`src/rtl/alu_pkg.sv`:
```
// rtl/alu_pkg.sv - shared op encoding, data width and sequencer state encoding
package alu_pkg;

    localparam int DATA_W = 4;

    localparam logic [2:0] OP_ADD = 3'd0;
    localparam logic [2:0] OP_SUB = 3'd1;
    localparam logic [2:0] OP_AND = 3'd2;
    localparam logic [2:0] OP_OR  = 3'd3;
    localparam logic [2:0] OP_XOR = 3'd4;
    localparam logic [2:0] OP_NOT = 3'd5;
    localparam logic [2:0] OP_SHL = 3'd6;
    localparam logic [2:0] OP_SHR = 3'd7;

    typedef enum logic [1:0] {
        IDLE = 2'd0,
        EXEC = 2'd1,
        RESP = 2'd2
    } state_t;

endpackage

```
`src/rtl/alu_4bit_sequencer_if.sv`:
```
// rtl/alu_4bit_sequencer_if.sv - preload, command and response handshake bundle
interface alu_4bit_sequencer_if
    import alu_pkg::*;
#(
    parameter int NREGS = 4
);
    localparam int RIDX_W = $clog2(NREGS);

    logic              ld_valid;
    logic [RIDX_W-1:0] ld_idx;
    logic [DATA_W-1:0] ld_data;

    logic              cmd_valid;
    logic              cmd_ready;
    logic [2:0]        cmd_op;
    logic [RIDX_W-1:0] cmd_ra;
    logic [RIDX_W-1:0] cmd_rb;
    logic              cmd_imm_en;
    logic [DATA_W-1:0] cmd_imm;
    logic [RIDX_W-1:0] cmd_rd;

    logic              rsp_valid;
    logic              rsp_ready;
    logic [DATA_W-1:0] rsp_result;
    logic              rsp_zero;
    logic              rsp_carry;
    logic [RIDX_W-1:0] rsp_rd;

    logic              busy;

    modport master (
        output ld_valid, ld_idx, ld_data,
        output cmd_valid, cmd_op, cmd_ra, cmd_rb, cmd_imm_en, cmd_imm, cmd_rd,
        output rsp_ready,
        input  cmd_ready, rsp_valid, rsp_result, rsp_zero, rsp_carry, rsp_rd, busy
    );

    modport slave (
        input  ld_valid, ld_idx, ld_data,
        input  cmd_valid, cmd_op, cmd_ra, cmd_rb, cmd_imm_en, cmd_imm, cmd_rd,
        input  rsp_ready,
        output cmd_ready, rsp_valid, rsp_result, rsp_zero, rsp_carry, rsp_rd, busy
    );

endinterface

```
`src/rtl/alu_4bit.sv`:
```
// rtl/alu_4bit.sv - combinational 4-bit ALU, results wrap to 4 bits
module alu_4bit
    import alu_pkg::*;
(
    input  logic [DATA_W-1:0] a,
    input  logic [DATA_W-1:0] b,
    input  logic [2:0]        op,
    output logic [DATA_W-1:0] y
);

    // Single-level op decode; shifts fill with zero, unary ops ignore b.
    always_comb begin
        y = '0;
        case (op)
            OP_ADD:  y = a + b;
            OP_SUB:  y = a - b;
            OP_AND:  y = a & b;
            OP_OR:   y = a | b;
            OP_XOR:  y = a ^ b;
            OP_NOT:  y = ~a;
            OP_SHL:  y = a << 1;
            OP_SHR:  y = a >> 1;
            default: y = '0;
        endcase
    end

endmodule

```
`src/rtl/alu_4bit_sequencer.sv`:
```
// rtl/alu_4bit_sequencer.sv - register-addressed command sequencer around one alu_4bit
module alu_4bit_sequencer
    import alu_pkg::*;
#(
    parameter  int NREGS  = 4,
    localparam int RIDX_W = $clog2(NREGS)
) (
    input logic                 clk,
    input logic                 rst,
    alu_4bit_sequencer_if.slave bus
);

    state_t state;
    state_t next_state;

    logic [DATA_W-1:0] regs [NREGS];

    logic [DATA_W-1:0] a_q;
    logic [DATA_W-1:0] b_q;
    logic [2:0]        op_q;
    logic [RIDX_W-1:0] rd_q;

    logic [DATA_W-1:0] alu_y;
    logic [DATA_W:0]   sum_ext;
    logic              carry;
    logic              accept;

    logic [DATA_W-1:0] rsp_result_q;
    logic              rsp_zero_q;
    logic              rsp_carry_q;
    logic [RIDX_W-1:0] rsp_rd_q;

    alu_4bit u_alu (
        .a  (a_q),
        .b  (b_q),
        .op (op_q),
        .y  (alu_y)
    );

    // State register.
    always_ff @(posedge clk) begin
        if (rst) state <= IDLE;
        else     state <= next_state;
    end

    // Next-state and handshake outputs; one command in flight at a time.
    always_comb begin
        next_state    = state;
        bus.cmd_ready = 1'b0;
        bus.rsp_valid = 1'b0;
        bus.busy      = 1'b1;
        accept        = 1'b0;
        case (state)
            IDLE: begin
                bus.cmd_ready = 1'b1;
                bus.busy      = 1'b0;
                accept        = bus.cmd_valid;
                if (bus.cmd_valid) next_state = EXEC;
            end
            EXEC: next_state = RESP;
            RESP: begin
                bus.rsp_valid = 1'b1;
                if (bus.rsp_ready) next_state = IDLE;
            end
            default: next_state = IDLE;
        endcase
    end

    // Carry/borrow is derived here from the latched operands rather than by the ALU.
    always_comb begin
        sum_ext = {1'b0, a_q} + {1'b0, b_q};
        carry   = 1'b0;
        if (op_q == OP_ADD)      carry = sum_ext[DATA_W];
        else if (op_q == OP_SUB) carry = (a_q < b_q);
    end

    // Operand latch; the register file is read before any write on the same edge.
    always_ff @(posedge clk) begin
        if (rst) begin
            a_q  <= '0;
            b_q  <= '0;
            op_q <= OP_ADD;
            rd_q <= '0;
        end else if (accept) begin
            a_q  <= regs[bus.cmd_ra];
            b_q  <= bus.cmd_imm_en ? bus.cmd_imm : regs[bus.cmd_rb];
            op_q <= bus.cmd_op;
            rd_q <= bus.cmd_rd;
        end
    end

    // Register file writes: writeback at EXEC->RESP, preload only while idle.
    always_ff @(posedge clk) begin
        if (rst) begin
            for (int i = 0; i < NREGS; i++) regs[i] <= '0;
        end else if (state == EXEC) begin
            regs[rd_q] <= alu_y;
        end else if (state == IDLE && bus.ld_valid) begin
            regs[bus.ld_idx] <= bus.ld_data;
        end
    end

    // Response capture; held until the consuming handshake.
    always_ff @(posedge clk) begin
        if (rst) begin
            rsp_result_q <= '0;
            rsp_zero_q   <= 1'b0;
            rsp_carry_q  <= 1'b0;
            rsp_rd_q     <= '0;
        end else if (state == EXEC) begin
            rsp_result_q <= alu_y;
            rsp_zero_q   <= (alu_y == '0);
            rsp_carry_q  <= carry;
            rsp_rd_q     <= rd_q;
        end
    end

    assign bus.rsp_result = rsp_result_q;
    assign bus.rsp_zero   = rsp_zero_q;
    assign bus.rsp_carry  = rsp_carry_q;
    assign bus.rsp_rd     = rsp_rd_q;

endmodule

```
`src/flat_wrapper.sv`:
```
// flat-port wrapper written by rule: the top's interface ports become plain ports
module alu_4bit_sequencer_flat import alu_pkg::*;
#(
    parameter  int NREGS  = 4,
    localparam int RIDX_W = $clog2(NREGS)
)
  (clk, rst, bus_ld_valid, bus_ld_idx, bus_ld_data, bus_cmd_valid, bus_cmd_op, bus_cmd_ra, bus_cmd_rb, bus_cmd_imm_en, bus_cmd_imm, bus_cmd_rd, bus_rsp_ready, bus_cmd_ready, bus_rsp_valid, bus_rsp_result, bus_rsp_zero, bus_rsp_carry, bus_rsp_rd, bus_busy);
  alu_4bit_sequencer_if #(.NREGS(NREGS)) bus_i ();
  input logic clk;
  input logic rst;
  input wire logic [$bits(bus_i.ld_valid)-1:0] bus_ld_valid;
  input wire logic [$bits(bus_i.ld_idx)-1:0] bus_ld_idx;
  input wire logic [$bits(bus_i.ld_data)-1:0] bus_ld_data;
  input wire logic [$bits(bus_i.cmd_valid)-1:0] bus_cmd_valid;
  input wire logic [$bits(bus_i.cmd_op)-1:0] bus_cmd_op;
  input wire logic [$bits(bus_i.cmd_ra)-1:0] bus_cmd_ra;
  input wire logic [$bits(bus_i.cmd_rb)-1:0] bus_cmd_rb;
  input wire logic [$bits(bus_i.cmd_imm_en)-1:0] bus_cmd_imm_en;
  input wire logic [$bits(bus_i.cmd_imm)-1:0] bus_cmd_imm;
  input wire logic [$bits(bus_i.cmd_rd)-1:0] bus_cmd_rd;
  input wire logic [$bits(bus_i.rsp_ready)-1:0] bus_rsp_ready;
  output wire logic [$bits(bus_i.cmd_ready)-1:0] bus_cmd_ready;
  output wire logic [$bits(bus_i.rsp_valid)-1:0] bus_rsp_valid;
  output wire logic [$bits(bus_i.rsp_result)-1:0] bus_rsp_result;
  output wire logic [$bits(bus_i.rsp_zero)-1:0] bus_rsp_zero;
  output wire logic [$bits(bus_i.rsp_carry)-1:0] bus_rsp_carry;
  output wire logic [$bits(bus_i.rsp_rd)-1:0] bus_rsp_rd;
  output wire logic [$bits(bus_i.busy)-1:0] bus_busy;
  assign bus_i.ld_valid = bus_ld_valid;
  assign bus_i.ld_idx = bus_ld_idx;
  assign bus_i.ld_data = bus_ld_data;
  assign bus_i.cmd_valid = bus_cmd_valid;
  assign bus_i.cmd_op = bus_cmd_op;
  assign bus_i.cmd_ra = bus_cmd_ra;
  assign bus_i.cmd_rb = bus_cmd_rb;
  assign bus_i.cmd_imm_en = bus_cmd_imm_en;
  assign bus_i.cmd_imm = bus_cmd_imm;
  assign bus_i.cmd_rd = bus_cmd_rd;
  assign bus_i.rsp_ready = bus_rsp_ready;
  assign bus_cmd_ready = bus_i.cmd_ready;
  assign bus_rsp_valid = bus_i.rsp_valid;
  assign bus_rsp_result = bus_i.rsp_result;
  assign bus_rsp_zero = bus_i.rsp_zero;
  assign bus_rsp_carry = bus_i.rsp_carry;
  assign bus_rsp_rd = bus_i.rsp_rd;
  assign bus_busy = bus_i.busy;
  alu_4bit_sequencer #(.NREGS(NREGS)) u_core (.clk(clk), .rst(rst), .bus(bus_i));
endmodule
```
`config.mk`:
```
export PLATFORM = sky130hd
export DESIGN_NAME = alu_4bit_sequencer_flat
export DESIGN_NICKNAME = d
export VERILOG_FILES = /design/src/rtl/alu_pkg.sv /design/src/rtl/alu_4bit_sequencer_if.sv /design/src/rtl/alu_4bit.sv /design/src/rtl/alu_4bit_sequencer.sv /design/src/flat_wrapper.sv
export SDC_FILE = /design/constraint.sdc
export NUM_CORES = 1
export LEC_CHECK = 0
export BUFFER_PORTS_ARGS = -buffer_cell sky130_fd_sc_hd__buf_2
export CAP_MARGIN = 5
export CORE_MARGIN = 2
export CORE_UTILIZATION = 62
export DETAILED_ROUTE_END_ITERATION = 12
export GPL_TIMING_DRIVEN = 0
export PLACE_DENSITY = 0.95
export SYNTH_ARGS = -nofsm -noshare
export SYNTH_HDL_FRONTEND = slang
export SYNTH_HIERARCHICAL = 1
export SYNTH_SLANG_ARGS = --single-unit
```
`constraint.sdc`:
```
create_clock -name clk -period 8.1 [get_ports clk]
set_clock_uncertainty 0.15 [all_clocks]
set_input_delay 0 -clock clk [delete_from_list [all_inputs] [get_ports clk]]
set_output_delay 0 -clock clk [all_outputs]
set_load 0.02 [all_outputs]
```
After elaboration in Yosys (flattened, before gate mapping)
Memories as Yosys holds them, arrays and structs flattened. A register that Yosys moved wholly into a read port is not among the register bits.
Index checks and enable logic that the tools add are counted.

storage, ports and cells
  flip-flop bits (word level) = 19
  bits in latches = 0
  memory bits (writable) = 16
  memory bits (read-only) = 0
  logic and storage cells = 61
  memories kept = 1

operators by class
  $add $sub $neg = 3
  multiply operators = 0
  divide/modulo/power cells = 0
  $lt $le $gt $ge = 1
  equality and inequality tests = 11
  shifts and indexed selects = 0
  muxes and demuxes = 26
  bitwise logic cells = 4
  reductions and logical operators = 7

memory list
  name         words  bits a word  read ports  clocked after Yosys merged registers in  wr ports  RTL line                  text
  u_core.regs  4      4            2           1                                        4         alu_4bit_sequencer.sv:16  logic [DATA_W-1:0] regs [NREGS];

operators with widths
  cell                                            number
  case mux 4 bit (8 select lines)                 1
  two-way mux 1 bit                               17
  == test 3 bit (second input constant)           4
  two-way mux 4 bit                               3
  two-way mux 2 bit                               4
  OR reduction 4 bit                              2
  == test 3 x 2 -> 1 bit (second input constant)  2
  case mux 2 bit (3 select lines)                 1
  adder 4 x 4 -> 5 bit                            1
  adder 4 bit                                     1
  bitwise AND 4 bit                               1
  zero test 4 bit                                 1
  less-than comparator 4 bit                      1
  != test 2 bit (second input constant)           2
  inverter 4 bit                                  1
  OR 4 bit                                        1
  subtractor 4 bit                                1
  bitwise XOR 4 bit                               1
  == test 3 x 1 -> 1 bit (second input constant)  1
  zero test 3 bit                                 1
  == test 2 x 1 -> 1 bit (second input constant)  1
  == test 2 bit (second input constant)           1
  zero test 2 bit                                 1
  AND reduction 2 bit                             1
  logical AND 1 bit                               1

Longest topological paths before layout
  depth in word-level cells = 8
  mapped depth = 12

Hierarchy
The synthesis kept the hierarchy.

by module, submodules not included
  module              times used  cells each  area each (µm²)  seq. area each (µm²)
  alu_4bit_sequencer  1           191         1990.7           940.9
  alu_4bit            1           75          560.5            0.0

Worst setup path before layout
Ideal clock, no wire load.

  kind = register -> register
  start = reg u_core.op_q[0]
  end = mem u_core.regs[2][3], data pin
  setup time = 0.139 ns
  arrival = 2.602 ns
  data required time = 7.811 ns
  slack = 5.210 ns
  stages on the path, launching flop included = 13
  period minus slack after synthesis = 2.890 ns
  cell sequence = dfxtp_1 -> buf_6 -> nor3b_4 -> mux2_2 -> inv_1 -> ha_1 -> nor2b_1 -> o21a_1 -> a211o_1 -> a31oi_1 -> a22oi_1 -> or2_2 -> nor2_1

RTL lines
  what                      RTL line                  text
  start: declaration        alu_4bit_sequencer.sv:20  logic [2:0] op_q;
  start signal: assignment  alu_4bit_sequencer.sv:87  op_q <= bus.cmd_op;
  end: declaration          alu_4bit_sequencer.sv:16

==> run summary <==
Setup repair after global routing left no endpoint under its margin. After detailed routing, the number of remaining DRC violations is 0. The flow ran to the end, and the final reports show no timing, DRC or antenna violations. Traced cell by cell, the critical path runs through inv_1, ha_1, mux2_2, inv_1, ha_1, nor2b_1, o21a_1, a211o_1, a31oi_1, a22oi_1, or2_2, nor2_2.

Endpoint kind of the worst setup timing path: a flop. The highest-delay cell along the critical path is dfxtp_1. Across all layers, the routed design uses 2327 vias.

TritonCTS built the clock tree. The class of the tightest hold or removal check is input pin to flop. The power density over cell area is 179 nW/um^2, and the register bit count reported by yosys is 39. For the pin with the worst max-slew slack, the measured transition is 547 ps.

Setup violations remaining at the end of the flow were counted as 0. The share of the cycle needed by the critical path after routing came out at 42.5%. The number of DRC markers after the initial detailed-route iteration is 188, and the maximum clock frequency is 291 MHz. The tree is rooted in a clkbuf_8. Initial antenna violation count: 0. The number of cells upsized or downsized after cts is 0.

The die covers 4640 um^2. Cells with a size suffix above 1 make up 23.6% of the layout. The total overflow left after global routing is 0.

Entering global routing, the biggest net connects 14 pins. Worst path buffer plus inverter count: 2. The later pin in the worst-skew pair is clocked with a latency of 290 ps. After synthesis the cells add up to 2550 um^2. The first TritonRoute pass finished after 6 iterations.

The via count of the first global-routing pass is 2285, and the worst-case clock buffer depth is 2. The number of enable flip-flop cells after synthesis came out at 16. For the area of the placeable core, the log shows 3970 um^2. The tools report the hold violation total from the final report as 0. The leading register cell type out of synthesis was dfxtp_1. STA classifies the critical path startpoint as a flop. The global placer's final weighted congestion is 0.959, and the detail-routed via count per cell is 6.19. After technology mapping, the gate count stands at 266.

Data on the critical path arrives at its endpoint at 3440 ps. Global-route total usage across every layer: 32.3%. The shortest clock period the worst path allows after layout works out to 3440 ps. The post-synthesis sequential area ratio came out at 36.9%.

At the placement stage, the worst setup path has a slack of 4810 ps. The max-slew headroom at the worst pin is 63.5%, and the count of port buffers added during placement is 35. The logs give 23 for the number of rows in the core area and 0.000133 V for the worst vdd rail ir drop. The run gives 1.28 nW as the static leakage power. The total nets after synthesis was 310. Leaving out fill and tap cells, the most frequent cells in the layout are 39 x nand2_1, 37 x buf_2, 26 x a21oi_1. Slack of the worst reg-to-reg path: 4660 ps.

The tree built by TritonCTS fans out to 39 sinks. The level count of the clock H-tree came out at 2. The worst path meets setup with 4660 ps of slack.

Pin placement for this block handled 36 I/O pins. The total number of nets in the final design was 369. Of all nets on the critical path, the largest fanout is 7. On the worst path, the slowest cell contributes a delay of 520 ps. In the synthesized netlist the async set-or-reset flop fraction comes to 0%. The count of cell types in the netlist was 59; the clock slew at the register clock pins of the worst setup and hold paths was 80 ps. For the synthesis warning total, the log shows 6. The final total negative setup slack is 0 ps, and the final wirelength is 6.97 mm. The first-pass GRT wire length was 10.7 mm; the remaining antenna violation count after routing was 0. The logs give 0 for the antenna cell count and 8100 ps for the required time of the worst setup path. The path type of the worst setup path is flop to flop.

Leaving out fill and tap cells, the most frequent cell in the layout is nand2_1. Measured along the y axis, the die boundary spans 68.1 um. The number of clock buffers added by TritonCTS is 5. Max-cap violations in this run came to 0. Measured along the x axis, the die boundary spans 68.1 um. The detailed-route wire length per cell came out at 18.5 um.

Grouping stages by cell kind, the critical path spends the most delay in compound AO/OA/AOI/OAI gates. From synthesis to final layout, the design area changed by 20.4%. The post-detailed-placement half-perimeter wirelength is 4.57 mm, and the max-slew violation count is 0.

Averaged over all synthesized cells, the footprint is 9.59 um^2. The initial utilization of the core area, before any placement, comes to 64.2%.
[what timing repair did]
item / CTS / global route
hold buffers: 17 / 0
endpoints found under the hold margin: 14 / 0
buffers inserted: 0 / 0
[where the power goes]
group | internal, mW | switching, mW
Sequential | 0.218 | 0.0162
Clock | 0.0919 | 0.0728
Combinational | 0.0668 | 0.0829
[cell usage after synthesis, types with 2 or more instances]
master / n / area [um^2]
buf_2: 2 / 10.0
or3b_4: 2 / 22.5
edfxtp_1: 16 / 480
a22oi_1: 4 / 30.0
buf_1: 2 / 7.51
mux2_2: 2 / 22.5
nand2_1: 39 / 146
ha_1: 18 / 225
o22ai_1: 2 / 12.5
mux4_1: 3 / 78.8
nand2_2: 2 / 12.5
inv_1: 20 / 75.1
or2_2: 4 / 25.0
nor2b_1: 2 / 12.5
mux4_2: 6 / 135
nand2b_1: 10 / 62.6
a21oi_1: 26 / 130
or2b_1: 2 / 15.0
clkbuf_1: 3 / 11.3
buf_6: 2 / 22.5
xnor2_1: 2 / 17.5
o211ai_1: 2 / 15.0
a221oi_1: 3 / 26.3
nand3b_1: 2 / 15.0
a21oi_4: 2 / 32.5
and2_1: 2 / 12.5
buf_4: 2 / 15.0
o21ai_0: 4 / 20.0
nor4_1: 2 / 12.5
dfxtp_1: 23 / 460
mux2i_1: 4 / 40.0
nor2_1: 24 / 90.1
[per-stage QoR]
stage / utilization, % / instance area (um^2) / total power, mW / hold slack (ps) / cells
after floorplan: - / 2550 / 0.331 / -14.0 / 266
after CTS: 77.3 / 3070 / 0.543 / 71.9 / 376
after detailed placement: 70.2 / 2790 / 0.371 / 98.2 / 351
final: 77.3 / 3070 / 0.549 / 73.7 / 376
after global routing: 77.3 / 3070 / 0.567 / 68.6 / 376
after global placement: 70.2 / 2790 / 0.362 / 91.6 / 351
[metal layers]
layer / global-route usage, % / share of wire (%)
met1: 38.2 / 36
met2: 55.6 / 52
met3: 6.91 / 8.6
met4: 15.8 / 3.2
met5: 0 / 0
[flip-flops by register name, indices dropped and copies added (netlist names), 2 cells and up]
register               cells
u_core/a_q                 4
u_core/regs               16
u_core/op_q                3
u_core/rd_q                2
u_core/bus.rsp_rd          2
u_core/b_q                 4
u_core/bus.rsp_result      4
u_core/state               2
[cell type report]
class | instances | area [um^2]
multi-input combinational | 196 | 1470
sequential | 39 | 941
fill | 235 | 901
timing repair buffer | 52 | 345
inverter | 20 | 75.1
clock buffer | 5 | 68.8
buffer | 11 | 66.3
tap | 50 | 62.6
clock inverter | 3 | 42.5
[worst reg2reg max path, stage by stage, from the launching register on]
cell	delay, ps
dfxtp_1	520
inv_1	130
ha_1	300
mux2_2	290
inv_1	70
ha_1	210
nor2b_1	130
o21a_1	190
a211o_1	270
a31oi_1	400
a22oi_1	180
or2_2	350
nor2_2	120
[final timing paths]
path	startpoint	endpoint	cells after the start
setup / recovery	u_core/b_q[0]$_SDFFE_PP0P_	u_core/regs[0][3]$_SDFFCE_PN0P_	12
hold / removal	bus_cmd_valid	u_core/b_q[0]$_SDFFE_PP0P_	4
hold reg to reg	u_core/bus.rsp_zero$_SDFFE_PP0N_	u_core/bus.rsp_zero$_SDFFE_PP0N_	2
setup reg to reg	u_core/b_q[0]$_SDFFE_PP0P_	u_core/regs[0][3]$_SDFFCE_PN0P_	12
[logic make-up (layout without fill, tap and decap cells)]
family          after synthesis  after routing  synth area share (%)
simple gates                104            104                  21.7
buf+inv                      31             91                  5.54
xor+xnor                      3              3                  1.03
mux                          15             15                  10.8
compound gates               55             55                  14.4
flops                        39             39                  36.9
fa+ha+maj                    19             19                  9.61
Power figures use the tool's default switching activity.
